$ cat src/rtl/rpn_stack_ctrl.sv
// rpn_stack_ctrl: operand LIFO and op sequencer that drives an external combinational alu
module rpn_stack_ctrl #(
    parameter int DATA_W = 8,
    parameter int DEPTH  = 8
) (
    input  logic                       clk,
    input  logic                       reset,
    input  logic                       cmd_valid,
    output logic                       cmd_ready,
    input  logic [1:0]                 cmd_type,
    input  logic [DATA_W-1:0]          cmd_data,
    input  logic [2:0]                 cmd_op,
    output logic [DATA_W-1:0]          alu_ain,
    output logic [DATA_W-1:0]          alu_bin,
    output logic [2:0]                 alu_op,
    input  logic [DATA_W-1:0]          alu_out,
    output logic [DATA_W-1:0]          top,
    output logic [$clog2(DEPTH+1)-1:0] depth,
    output logic                       res_valid,
    output logic                       err,
    output logic [1:0]                 err_code
);
    localparam int CW = $clog2(DEPTH+1);
    localparam int AW = $clog2(DEPTH);

    typedef enum logic [1:0] {IDLE, LOAD, EXEC} state_t;
    state_t state, state_n;

    logic [DATA_W-1:0] mem [DEPTH];
    logic [AW-1:0]     i0, i1, i2;
    logic [CW-1:0]     need;
    logic [1:0]        chk;
    logic              acc, ok, unary;

    assign i0        = AW'(depth);
    assign i1        = AW'(depth - CW'(1));
    assign i2        = AW'(depth - CW'(2));
    assign top       = (depth != '0) ? mem[i1] : '0;
    assign cmd_ready = state == IDLE;
    assign acc       = cmd_valid && cmd_ready;
    assign ok        = acc && chk == 2'b00;
    assign unary     = alu_op == 3'b011;
    assign need      = (cmd_op == 3'b011) ? CW'(1) : CW'(2);

    // Rejection priority for ops: illegal opcode, then underflow, then divide by zero
    always_comb begin
        chk = 2'b00;
        case (cmd_type)
            2'b00:   chk = (depth == CW'(DEPTH)) ? 2'b01 : 2'b00;
            2'b01:   chk = (cmd_op == 3'b111) ? 2'b11 :
                           (depth < need) ? 2'b10 :
                           (cmd_op == 3'b110 && top == '0) ? 2'b11 : 2'b00;
            2'b10:   chk = (depth == '0) ? 2'b10 : 2'b00;
            default: chk = 2'b00;
        endcase
    end

    always_comb begin
        state_n = state;
        case (state)
            IDLE:    state_n = (ok && cmd_type == 2'b01) ? LOAD : IDLE;
            LOAD:    state_n = EXEC;
            default: state_n = IDLE;
        endcase
    end

    always_ff @(posedge clk or posedge reset) begin
        if (reset) state <= IDLE;
        else       state <= state_n;
    end

    always_ff @(posedge clk or posedge reset) begin
        if (reset) begin
            depth     <= '0;
            alu_ain   <= '0;
            alu_bin   <= '0;
            alu_op    <= '0;
            res_valid <= 1'b0;
            err       <= 1'b0;
            err_code  <= 2'b00;
        end else begin
            res_valid <= 1'b0;
            err       <= 1'b0;
            if (acc && chk != 2'b00) begin
                err      <= 1'b1;
                err_code <= chk;
            end
            if (ok) begin
                case (cmd_type)
                    2'b00:   depth  <= depth + CW'(1);
                    2'b01:   alu_op <= cmd_op;
                    2'b10:   depth  <= depth - CW'(1);
                    default: depth  <= '0;
                endcase
            end
            if (state == LOAD) begin
                alu_ain <= unary ? mem[i1] : mem[i2];
                alu_bin <= unary ? '0 : mem[i1];
            end
            if (state == EXEC) begin
                depth     <= unary ? depth : depth - CW'(1);
                res_valid <= 1'b1;
            end
        end
    end

    // Storage is not reset; only depth defines which entries are meaningful
    always_ff @(posedge clk) begin
        if (ok && cmd_type == 2'b00) mem[i0] <= cmd_data;
        else if (state == EXEC)      mem[unary ? i1 : i2] <= alu_out;
    end
endmodule
$ cat config.mk
export PLATFORM = sky130hd
export DESIGN_NAME = rpn_stack_ctrl
export DESIGN_NICKNAME = d
export VERILOG_FILES = /design/src/rtl/rpn_stack_ctrl.sv
export SDC_FILE = /design/constraint.sdc
export NUM_CORES = 1
export LEC_CHECK = 0
export BUFFER_PORTS_ARGS = -buffer_cell sky130_fd_sc_hd__buf_4
export CAP_MARGIN = 10
export CORE_ASPECT_RATIO = 1.2
export CORE_MARGIN = 4
export CORE_UTILIZATION = 40
export DETAILED_ROUTE_END_ITERATION = 10
export SLEW_MARGIN = 20
export SYNTH_ARGS = -nofsm -noshare
export SYNTH_HDL_FRONTEND = slang
export SYNTH_SLANG_ARGS = --single-unit
$ cat constraint.sdc
create_clock -name clk -period 3.5 [get_ports clk]
set_input_delay 0.7 -clock clk [delete_from_list [all_inputs] [get_ports clk]]
set_output_delay 0.7 -clock clk [all_outputs]
set_load 0.01 [all_outputs]
==> results of run 1 <==
repair_timing:
action                                  4_1_cts  5_1_grt
resized for setup                             0        0
setup buffers                                 0        4
endpoints found under the setup margin        0        1
through the flow:
stage / instance area, um^2 / worst slack (ns) / cells / util [%]
floorplan: 4790 / 0.107 / 370 / -
global placement: 5450 / 0.393 / 580 / 46.9
detailed placement: 5450 / 0.385 / 580 / 46.9
CTS: 5730 / 0.133 / 596 / 49.3
global route: 5770 / 0.143 / 600 / 49.6
finish: 5770 / 0.291 / 600 / 49.6
flip-flops by register name, summed over array words and instances, names as in the netlist:
register / count
mem: 64
state: 2
err_code: 2
res_valid: 1
err: 1
depth: 4
alu_op: 3
alu_ain: 8
alu_bin: 8
metal layers:
| metal | share of wire, % | routed length (um) | global-route usage [%] | vias up |
|---|---|---|---|---|
| li1 | - | - | - | 1538 |
| met1 | 42 | 4710 | 22.5 | 1609 |
| met2 | 50 | 5640 | 28.4 | 104 |
| met3 | 6.4 | 719 | 3.63 | 10 |
| met4 | 1.1 | 127 | 4.90 | 0 |
| met5 | 0 | 0 | 0 | - |
final timing paths:
path / to / startpoint / cells after the start
hold / removal: alu_ain[6]$_DFFE_PP0N_ / reset / 3
max in group asynchronous: depth[0]$_DFFE_PP0P_ / reset / 3
hold reg to reg: alu_ain[1]$_DFFE_PP0N_ / alu_ain[1]$_DFFE_PP0N_ / 2
min in group clk: alu_ain[1]$_DFFE_PP0N_ / alu_ain[1]$_DFFE_PP0N_ / 2
setup reg to reg: alu_op[0]$_DFFE_PP0P_ / depth[1]$_DFFE_PP0P_ / 8
setup / recovery: top[2] / depth[1]$_DFFE_PP0P_ / 7
kinds of logic after synthesis:
kind of cell    count (synthesis)  synth area share, %
mux                            56                 19.9
xor+xnor                        2                0.759
compound gates                 60                 8.45
flops                          93                 55.4
fa+ha+maj                       6                 1.57
buf+inv                        30                 2.67
simple gates                  123                 11.3
synthesized netlist by cell type (3+ instances only):
cell,count
mux2_2,12
nand2b_1,4
edfxtp_1,64
mux4_2,30
buf_2,3
dfrtp_1,29
mux2i_1,14
o21ai_0,23
clkbuf_1,13
nor3_1,4
nand3_1,3
inv_1,8
nand2_1,61
ha_1,6
nor2_1,34
buf_1,3
a21oi_1,12
worst max-delay path: stages, from the launching register on:
cell     delay, ns
dfrtp_1       0.34
inv_1         0.09
ha_1          0.59
buf_12        0.22
mux4_2        0.33
mux2i_1       0.35
nor2_1        0.09
buf_4         0.15
final cells by class:
class / instances / area [um^2] / area share, %
multi-input combinational: 247 / 2010 / 34.8
timing repair buffer: 78 / 611 / 10.6
clock buffer: 10 / 229 / 3.97
tap: 157 / 196 / 3.40
sequential: 93 / 2650 / 45.9
clock inverter: 6 / 43.8 / 0.759
inverter: 9 / 33.8 / 0.586
where the power goes:
part	internal (mW)	leakage, nW	switching [mW]	total [mW]
combinational	1.38	1.20	1.44	2.82
clock	0.487	0.134	0.424	0.911
sequential	1.42	0.941	0.125	1.55
==> summary.txt, run 1 <==
Status: finished, final reports clean
Post-synth top area share: 40.2%
Layout area overhead: 20.6%
Via-per-instance ratio: 5.44
Starting density of the core: 41.1%
Tot Pwr: 5.28 mW
Initial DRC Count: 277
Final setup violation count: 0
Synth area leaders: edfxtp_1, dfrtp_1, mux4_2, nand2_1, mux2i_1
First-pass GRT wire length: 17600 um
Clock Skew: 0.00729 ns
Commonest non-fill, non-tap cells in the layout: buf_4, edfxtp_1, nand2_1
Crit. End Element: primary output
Core Area: 11600 um^2
Initial antenna violation count: 0
Post-synth top flop: edfxtp_1
Fin. Hold Viols: 0
Leakage power: 2.28 nW
Mean Syn Cell Area: 12.9 um^2
Wire per inst: 18.7 um
Synth Cell Area: 4780 um^2
R2R Setup Slk: 0.39 ns
Root Buffer: clkbuf_16
Worst Hold Class: input pin to async pin
CP Max Fanout: 19
Worst-skew pair later-pin latency: 0.34 ns
Worst-path clk slew: 0.07 ns
Post-route ant nets: 0
Sequential-to-total area share from yosys stat: 55.4%
Die area: 13800 um^2
Req. time, crit path: 2.80 ns
Vias in the first global route: 3213
Share of layout cells above drive strength 1: 32.1%
Synth unique cells: 55
Tmin final: 3.21 ns
Yosys warnings: 0
Synth Net Count: 400
Fmax: 312 MHz
GRT Overall Usage: 17.0%
Worst-Margin Slew: 0.926 ns
Clock buffer depth: 2
CTS tree: done
Die Span Y: 128 um
Period Utilization, post-route: 91.7%
Fin. max-slew vios: 0
Final Net Count: 468
Post-CTS Hold Fix Bufs: 0
Setup TNS: 0 ns
Row Count: 43
Diode count: 0
Die X: 108 um
#FFs+latches synth: 93
Slew HR: 38.1%
Max-cap violations: 0
TritonCTS Buffers: 9
Hpwl dp: 8030 um
1st-pass router iterations: 5
Worst hold slack: 0.429 ns
VDD IR-drop max: 364 uV
WL final: 11200 um
Commonest non-fill, non-tap cell in the layout: buf_4
Routability Congestion: 0.778
Startpoint types: flip-flop
CP arrival: 2.51 ns
Max H-tree Level: 3
Fill count: 1044
Number of flops mapped to enable cells by yosys: 64
Pwr per Cell Area: 914 nW/um^2
Post-synth ARST share: 31.2%
Unrepaired setup endpoints after global routing: false
Largest area contributor in the netlist: edfxtp_1
Largest net degree at the start of global routing: 30
Vias: 3261
Drt drc: 0
Cells after Synth: 370
I/O Buffers: 59
# IOs: 60
Global route total overflow: 0
Kind of critical path: flip-flop to primary output
CTS Sinks: 93
No activity file was read; power rests on OpenSTA's default activity.
==> run 2: changes to the inputs <==
Settings changed: BUFFER_PORTS_ARGS -buffer_cell sky130_fd_sc_hd__buf_4 to unset, CORE_MARGIN 4 to unset, CTS_CLUSTER_DIAMETER set to 120, DONT_BUFFER_PORTS set to 1.
==> run 2 against run 1 <==
Clock-buffer cell count is 1 lower. Highest routed layer unchanged. Clock skew is 0.0013 ns lower. Die area is 10% lower. Critical path type unchanged. Largest power group unchanged.
==> summary.txt, run 2 (synthesized netlist as in run 1, its figures left out) <==
Die X: 102 um
1st-pass router iterations: 4
Regs by FF count: mem x64, alu_ain x8, alu_bin x8
Die area: 12400 um^2
Grt met2 use: 31.1%
Crit. End Element: primary output
Fmax: 304 MHz
Fin. Hold Viols: 0
Routability Congestion: 0.795
Commonest non-fill, non-tap cell in the layout: edfxtp_1
Sw frac: 39.1%
Initial DRC Count: 221
GRT Overall Usage: 18.5%
Worst r2r path cells: 9
CTS tree: done
Setup TNS: 0 ns
Grt peak-use layer: met2
Final setup violation count: 0
First-pass GRT wire length: 16700 um
Clock Skew: 0.00603 ns
Worst hold slack: 0.307 ns
WL final: 10700 um
Unrepaired setup endpoints after global routing: false
Die Span Y: 122 um
Drt drc: 0
Period Utilization, post-route: 94.0%
Share of layout cells above drive strength 1: 22.5%
Max H-tree Level: 3
Kind of critical path: flip-flop to primary output
Initial antenna violation count: 0
Via-per-instance ratio: 5.67
Fill count: 1050
Layout area overhead: 11.9%
Crit path cell chain: inv_1 -> ha_1 -> xor2_4 -> buf_4 -> mux4_2 -> mux2i_2 -> nor2_1
Vias: 3082
Switching power: 1.90 mW
Met3 Track Usage GR: 3.73%
Leakage power: 2.00 nW
R2R Setup Slk: 0.44 ns
Slowest-stage cell, CP: mux4_2
CTS Sinks: 93
Wire per inst: 19.7 um
Sequential share of power: 33.3%
Commonest non-fill, non-tap cells in the layout: edfxtp_1, nand2_1, nor2_1
Core Area: 11600 um^2
Final Net Count: 412
Reg with most FFs: mem
I/O Buffers: 0
Worst Hold Class: input pin to async pin
Starting density of the core: 41.1%
Fin. max-slew vios: 0
Worst-Margin Slew: 1.03 ns
Startpoint types: flip-flop
Worst-skew pair later-pin latency: 0.35 ns
Met1 usage: 24.0%
Root Buffer: clkbuf_16
CP arrival: 2.59 ns
Worst-path clk slew: 0.07 ns
Diode count: 0
Pwr per Cell Area: 910 nW/um^2
Global route total overflow: 0
Max reg flops: 64
Clock buffer depth: 2
Combinational power share: 47.7%
TritonCTS Buffers: 9
Post-route ant nets: 0
# IOs: 60
Largest net degree at the start of global routing: 42
Req. time, crit path: 2.80 ns
VDD IR-drop max: 308 uV
Vias in the first global route: 3003
Status: finished, final reports clean
Crit path largest cell delay: 0.53 ns
Row Count: 43
Tmin final: 3.29 ns
Internal power: 2.97 mW
CP Max Fanout: 10
Slew HR: 30.9%
Max-cap violations: 0
Clock power frac: 19.0%
Hpwl dp: 7700 um
-- run 2: through the flow --
| step | power, mW | setup slack, ns | utilization [%] | instance area [um^2] | std cells |
|---|---|---|---|---|---|
| floorplan | 3.33 | 0.107 | - | 4790 | 370 |
| global placement | 3.85 | 0.526 | 43.3 | 5030 | 524 |
| detailed placement | 3.88 | 0.479 | 43.3 | 5030 | 524 |
| CTS | 4.81 | 0.0921 | 45.7 | 5320 | 540 |
| global route | 5.17 | 0.0269 | 46.0 | 5350 | 544 |
| finish | 4.87 | 0.210 | 46.0 | 5350 | 544 |
-- run 2: layer usage --
metal  share of wire (%)  up-vias
met5                   0        -
met4                 1.6        0
met3                 5.4       10
met2                  50      113
met1                  43     1543
li1                    -     1416
-- run 2: worst paths after layout --
kind,startpoint,end
worst max-delay path,depth[1]$_DFFE_PP0P_,top[6]
worst min register to register,alu_bin[5]$_DFFE_PP0N_,alu_bin[5]$_DFFE_PP0N_
min in group clk,cmd_op[1],alu_op[1]$_DFFE_PP0P_
worst min-delay path,reset,alu_bin[5]$_DFFE_PP0N_
max in group asynchronous,reset,depth[0]$_DFFE_PP0P_
worst max register to register,depth[1]$_DFFE_PP0P_,alu_op[2]$_DFFE_PP0P_
-- run 2: final cells by class --
type                    count  area, um^2  area share (%)
flip-flops and latches     93        2650            49.5
multi-input cells         247        2010            37.6
clock buffers               9         225            4.21
well taps                 157         196            3.67
repair buffers             22         178            3.32
clock inverters             7        57.6            1.08
inverters                   9        33.8           0.631
-- run 2: worst max-delay path: cells and delay by family, from the launching register on --
family / cells / cell delay [ns]
muxes: 2 / 0.75
buffers and inverters: 2 / 0.41
DFF: 1 / 0.38
xor gates and xnor gates: 1 / 0.30
adders and majority gates: 1 / 0.28
and+or+nand+nor: 1 / 0.12
-- run 2: power by group through the flow --
stage | Clock, mW | Sequential (mW) | Combinational (mW)
floorplan | 0 | 1.61 | 1.72
global placement | 0 | 1.64 | 2.20
detailed placement | 0 | 1.65 | 2.23
CTS | 0.943 | 1.63 | 2.24
global route | 0.982 | 1.66 | 2.53
finish | 0.924 | 1.62 | 2.32
-- run 2: timing repair --
action,4_1_cts,5_1_grt
resized for setup,0,1
hold buffers,0,0
endpoints found under the setup margin,0,1
buffers inserted,0,4
endpoints found under the hold margin,0,0
